### config.mk
export PLATFORM = sky130hd
export DESIGN_NAME = serial_paralelo_rx_flat
export DESIGN_NICKNAME = d
export VERILOG_FILES = /design/src/rtl/serial_paralelo_rx_if.sv /design/src/rtl/serial_paralelo_rx.sv /design/src/flat_wrapper.sv
export SDC_FILE = /design/constraint.sdc
export NUM_CORES = 1
export LEC_CHECK = 0
export ABC_AREA = 1
export ABC_CLOCK_PERIOD_IN_PS = 1530
export BUFFER_PORTS_ARGS = -buffer_cell sky130_fd_sc_hd__buf_2
export CAP_MARGIN = 20
export CORE_MARGIN = 5
export CORE_UTILIZATION = 50
export DETAILED_ROUTE_END_ITERATION = 10
export PLACE_DENSITY = 0.78
export SYNTH_ARGS = -nofsm -noshare
export SYNTH_HDL_FRONTEND = slang
export SYNTH_SLANG_ARGS = --single-unit
### constraint.sdc
create_clock -name clk_32f -period 1.53 [get_ports clk_32f]
set_input_delay 0.153 -clock clk_32f [delete_from_list [all_inputs] [get_ports clk_32f]]
set_output_delay 0.153 -clock clk_32f [all_outputs]
set_load 0.02 [all_outputs]
### src/rtl/serial_paralelo_rx_if.sv
// Serial RX link bundle: serial bit in, recovered byte/valid/active out.
// slave = deserializer side, master = bit source / byte consumer side.
interface serial_paralelo_rx_if;
  logic       data_in;
  logic [7:0] data_out;
  logic       valid_out;
  logic       active;

  modport master (
    output data_in,
    input  data_out,
    input  valid_out,
    input  active
  );

  modport slave (
    input  data_in,
    output data_out,
    output valid_out,
    output active
  );
endinterface

### src/rtl/serial_paralelo_rx.sv
// RX serial-to-parallel converter with COM-symbol byte alignment and link-up detect.
// Ports: clk_32f bit clock, rst_L sync active-low reset, rx (slave) serial in / byte out.
module serial_paralelo_rx #(
  parameter logic [7:0]  COM        = 8'hBC,
  parameter int unsigned ACTIVE_CNT = 4
) (
  input  logic                 clk_32f,
  input  logic                 rst_L,
  serial_paralelo_rx_if.slave  rx
);

  localparam logic [3:0] LP_ACT = 4'(ACTIVE_CNT);

  typedef enum logic [1:0] {
    ST_SEARCH,
    ST_ALIGNED,
    ST_ACTIVE
  } state_t;

  state_t     r_state;
  logic [7:0] r_sr;
  logic [2:0] r_bit_cnt;
  logic [3:0] r_bc_cnt;
  logic [7:0] r_data_out;
  logic       r_valid_out;
  logic       r_active;

  logic [7:0] w_sr_next;
  logic       w_is_com;
  logic       w_boundary;
  logic       w_bc_full;
  logic [3:0] w_bc_inc;
  logic       w_lock_hit;

  assign w_sr_next  = {r_sr[6:0], rx.data_in};
  assign w_is_com   = (w_sr_next == COM);
  assign w_boundary = (r_bit_cnt == 3'd7);
  assign w_bc_full  = (r_bc_cnt >= LP_ACT);

  // COM count saturates at the link-up threshold
  assign w_bc_inc = w_bc_full ? r_bc_cnt
                              : r_bc_cnt + 4'd1;

  // Next aligned COM completes the required run
  assign w_lock_hit = (r_bc_cnt + 4'd1 == LP_ACT);

  always_ff @(posedge clk_32f) begin
    if (!rst_L) begin
      r_state     <= ST_SEARCH;
      r_sr        <= 8'h00;
      r_bit_cnt   <= 3'd0;
      r_bc_cnt    <= 4'd0;
      r_data_out  <= 8'h00;
      r_valid_out <= 1'b0;
      r_active    <= 1'b0;
    end else begin
      r_sr <= w_sr_next;
      unique case (r_state)
        ST_SEARCH: begin
          // Bit-by-bit hunt; the match edge defines the byte grid
          if (w_is_com) begin
            r_bit_cnt <= 3'd0;
            r_bc_cnt  <= 4'd1;
            if (LP_ACT == 4'd1) begin
              r_state  <= ST_ACTIVE;
              r_active <= 1'b1;
            end else begin
              r_state <= ST_ALIGNED;
            end
          end
        end
        ST_ALIGNED: begin
          r_bit_cnt <= r_bit_cnt + 3'd1;
          if (w_boundary) begin
            if (w_is_com) begin
              r_bc_cnt <= w_bc_inc;
              if (w_lock_hit) begin
                r_state  <= ST_ACTIVE;
                r_active <= 1'b1;
              end
            end else begin
              // Broken COM run: drop alignment and hunt again
              r_bc_cnt <= 4'd0;
              r_state  <= ST_SEARCH;
            end
          end
        end
        ST_ACTIVE: begin
          // Link stays up until reset; only grid-aligned bytes count
          r_bit_cnt <= r_bit_cnt + 3'd1;
          if (w_boundary) begin
            r_data_out  <= w_sr_next;
            r_valid_out <= !w_is_com;
            if (w_is_com) begin
              r_bc_cnt <= w_bc_inc;
            end
          end
        end
        default: begin
          r_state <= ST_SEARCH;
        end
      endcase
    end
  end

  assign rx.data_out  = r_data_out;
  assign rx.valid_out = r_valid_out;
  assign rx.active    = r_active;

endmodule

### src/flat_wrapper.sv
// flat-port wrapper written by rule: the top's interface ports become plain ports
module serial_paralelo_rx_flat 
#(
  parameter logic [7:0]  COM        = 8'hBC,
  parameter int unsigned ACTIVE_CNT = 4
)
  (clk_32f, rst_L, rx_data_in, rx_data_out, rx_valid_out, rx_active);
  serial_paralelo_rx_if rx_i ();
  input  logic clk_32f;
  input  logic rst_L;
  input wire logic [$bits(rx_i.data_in)-1:0] rx_data_in;
  output wire logic [$bits(rx_i.data_out)-1:0] rx_data_out;
  output wire logic [$bits(rx_i.valid_out)-1:0] rx_valid_out;
  output wire logic [$bits(rx_i.active)-1:0] rx_active;
  assign rx_i.data_in = rx_data_in;
  assign rx_data_out = rx_i.data_out;
  assign rx_valid_out = rx_i.valid_out;
  assign rx_active = rx_i.active;
  serial_paralelo_rx #(.COM(COM), .ACTIVE_CNT(ACTIVE_CNT)) u_core (.clk_32f(clk_32f), .rst_L(rst_L), .rx(rx_i));
endmodule
==> impl_results.md <==
* Max cap viols at 0
* Vias in the first global route at roughly 930
* Rel. slew slack at about 76%
* Avg Vias per Cell at about 5.0
* Largest buffer count on any clock path at 2
* Final setup violation count at 0
* Tmin final at 1.427 ns
* First-pass GRT wire length at 3884 um
* Pin count of the biggest net entering global routing at 23
* Area taken by multi-input logic gates at 521.8 um^2
* Mapped cell area at 0.001130 mm^2
* Standard-cell rows at 17
* Post-DP Area at 0.001219 mm^2
* Die X-Extent at 57.54 um
* Final Max Slew Viols at 0
* Status: finished, final reports clean
* Clock power frac at 28.6%
* Endpoint class of the critical path: flip-flop
* Setup Skew at around 0.0046 ns
* Synth top cells by count: 34 x nand2_1, 28 x inv_1, 26 x dfxtp_1
* Critical path's slowest cell: dfxtp_1
* Startpoint types: flip-flop
* Max incr delay on CP at 0.36 ns
* R2R Path Start: u_core.r_bit_cnt[0]
* Critical path type: reg -> reg
* # port buffers at 12
* Hold Violations, Final at 0
* Clk Latency, worst-skew pair at 0.33 ns
* Syn-to-layout area delta at 15.72%
* Post-CTS Hold Buffers at 0
* Iter 0 DRT Violations at 15
* Core Area at between 0.002 and 0.0025 mm^2
* Final Cycle Share at 93.24%
* Reg area at 525.5 um^2
* Nets@finish at roughly 180
* FMAX at about 700 MHz
* Post-Synthesis Net Count at 164
* Top cells by area, synth: dfxtp_1 46%, nand2_1 11%, inv_1 9.3%
* Sum Neg Setup Slack at 0 ns
* Starting density of the core at 51.57%
* # Post-CTS Setup Buffers at 0
* Full die area at 0.003310 mm^2
* GRT Overall Usage at 14.97%
* Share of cells above drive strength 1 at 17.75%
* H-tree depth at 1
* Power Density at 1266 mW/mm^2
* #FFs+latches synth at 26
* Worst path cell trace: ha_1 -> ha_1 -> o21ai_2 -> nand2_2 -> nand3_1 -> nand2_1 -> nor2_1
* Peak VDD IR at ~0.67 mV
* Routed Antenna Nets at 0
* DR WL/cell at approximately 11 um
* P_leak at 0.6522 nW
* Sequential Power Share at a little under half
* Drt total wl at ~2200 um
* Combinational Power Share at 26.2%
* Worst R2R Path Depth at 7
* Yosys top cell area share at 46.07%
* Most frequent cell on the critical path: ha_1
* Worst-path clk slew at around 0.14 ns
* Vias post-DR at 985
* # diodes at 0
* Area leader, netlist: dfxtp_1
* Least-Margin Pin Slew at 0.3529 ns
* Initial antenna violation count at 0
* CP Data Arrival Time at approximately 1.7 ns
* Most common cell in the netlist: nand2_1
* Routability Congestion at ~0.86
* Syn. warnings at 0
* Avg Cell Area, Syn at about 7.3 um^2
* Hold path endpoint: u_core.r_sr[0]
* R2r endpoint: u_core.r_bc_cnt[2]
* Ys async rst share at 0%
* Global route overflow at 0
* Internal at about 1.1 mW
* TritonRoute pass-1 iters at 4
* WP data required at between 1.5 and 2 ns
* Reg2Reg Setup Slack at 0.10 ns
* Net Switching at 0.5054 mW
* CTS tree: done
* EDFF count, synth at 0
* Synthesized instance count at about 160
* Die height at ~58 um
* Post-synth cell types at 18
* Post-route cell area at 0.001308 mm^2
* DR DRC count at 0
* Main flop type after synthesis: dfxtp_1
* Sink Count at 26
* Dpl hpwl at 1613 um
* Worst Hold Depth at 3
* Root buffer cell: clkbuf_4
* Layout fillers at between 150 and 200
* Post-synthesis sequential area ratio at 46.07%
* CTS Buf Count at 3
* Min-delay src: rx_data_in
* Sw frac at 30.54%
* Ports at 13
* Crit Path Max Fanout at 5
* HP Class: in -> reg
[sequential cells by signal, indices dropped and copies added (netlist names)]
name,cells
u_core.r_bc_cnt,4
u_core.rx.valid_out,1
u_core.r_bit_cnt,3
u_core.rx.data_out,8
u_core.r_state,2
u_core.r_sr,7
u_core.rx.active,1
[routing by layer]
layer	part of all wire, %	routed length [um]	GRT usage, %	up-vias
met3	3.5	78	2.715	6
met5	0	0	0	-
met2	50	1100	25.16	19
li1	-	-	-	505
met1	44	967	17.40	455
met4	2.4	53	9.272	0
[what timing repair did]
action                                  CTS  global route
endpoints found under the setup margin    4             7
gates resized for setup                   1            12
endpoints found under the hold margin     0             0
gates cloned                              0             0
pin swaps                                 1             1
[worst max path at each step]
stage,end,from,slack (ns),cells after the start
6_report,u_core.r_bc_cnt[2],u_core.r_bit_cnt[0],0.10,7
5_1_grt,u_core.r_bc_cnt[0],u_core.r_bit_cnt[0],-0.0008,8
4_1_cts,u_core.r_bc_cnt[0],u_core.r_bit_cnt[0],0.03,8
3_5_place_dp,u_core.r_bc_cnt[0],u_core.r_bit_cnt[0],0.02,8
3_3_place_gp,u_core.r_bc_cnt[0],u_core.r_bit_cnt[0],0.11,8
2_1_floorplan,u_core.r_bc_cnt[0],u_core.r_bit_cnt[0],0.17,8
[critical path: cells and delay by family, from the launching register on]
kind                     cells  cell delay, ns
adder cells (fa/ha/maj)      2            0.43
AND/OR/NAND/NOR              4            0.43
flip-flops                   1            0.36
AO/OA/AOI/OAI                1            0.18
[power by group through the flow]
stage          Sequential, mW  Clock, mW  Combinational (mW)
6_report                0.747      0.474               0.434
3_5_place_dp            0.759          0               0.380
4_1_cts                 0.745      0.477               0.391
3_3_place_gp            0.755          0               0.356
5_1_grt                 0.752      0.512               0.501
2_1_floorplan           0.752          0               0.309
[kinds of logic (layout without fill, tap and decap cells)]
group	after synthesis	count (layout)	synth area share, %
AOI/OAI and AO/OA	20	20	10.08
buffers and inverters	31	45	10.52
adders and majority gates	6	6	6.644
and+or+nand+nor	71	71	25.91
xor gates and xnor gates	1	1	0.7753
DFF	26	26	46.07
[layout by cell type, fill, tap and decap left out]
master and instances:
buf_2 12, inv_2 1, o21ai_0 10, xor2_1 1, clkbuf_4 3, nand2_1 32
nor2_4 2, nand2_2 3, a21oi_1 7, dfxtp_1 22, a21boi_1 1, o21ai_2 1
nand3_1 8, a21oi_4 1, nor3_1 2, nor2_1 22, inv_1 27, bufinv_16 1
nand4_1 1, dfxtp_2 4, nand3b_1 1, ha_4 1, ha_1 5, buf_4 1
[per-stage QoR]
stage	power (mW)	instances	utilization [%]	hold slack [ns]	setup slack, ns
floorplan	1.061	155	-	0.2465	0.1720
global placement	1.110	193	55.63	0.3523	0.1138
detailed placement	1.139	193	55.63	0.3589	0.02487
CTS	1.613	197	58.02	0.007565	0.03234
global route	1.765	197	59.68	0.01678	-0.0007917
finish	1.655	197	59.68	0.01494	0.1035
[cell type report]
type	count	share of cell area [%]
Clock inverter	1	2.297
Inverter	28	8.038
Tap cell	28	2.679
Multi-Input combinational cell	98	39.90
Timing Repair Buffer	13	5.167
Clock buffer	3	1.722
Sequential cell	26	40.19
No activity file was read; power rests on OpenSTA's default activity.
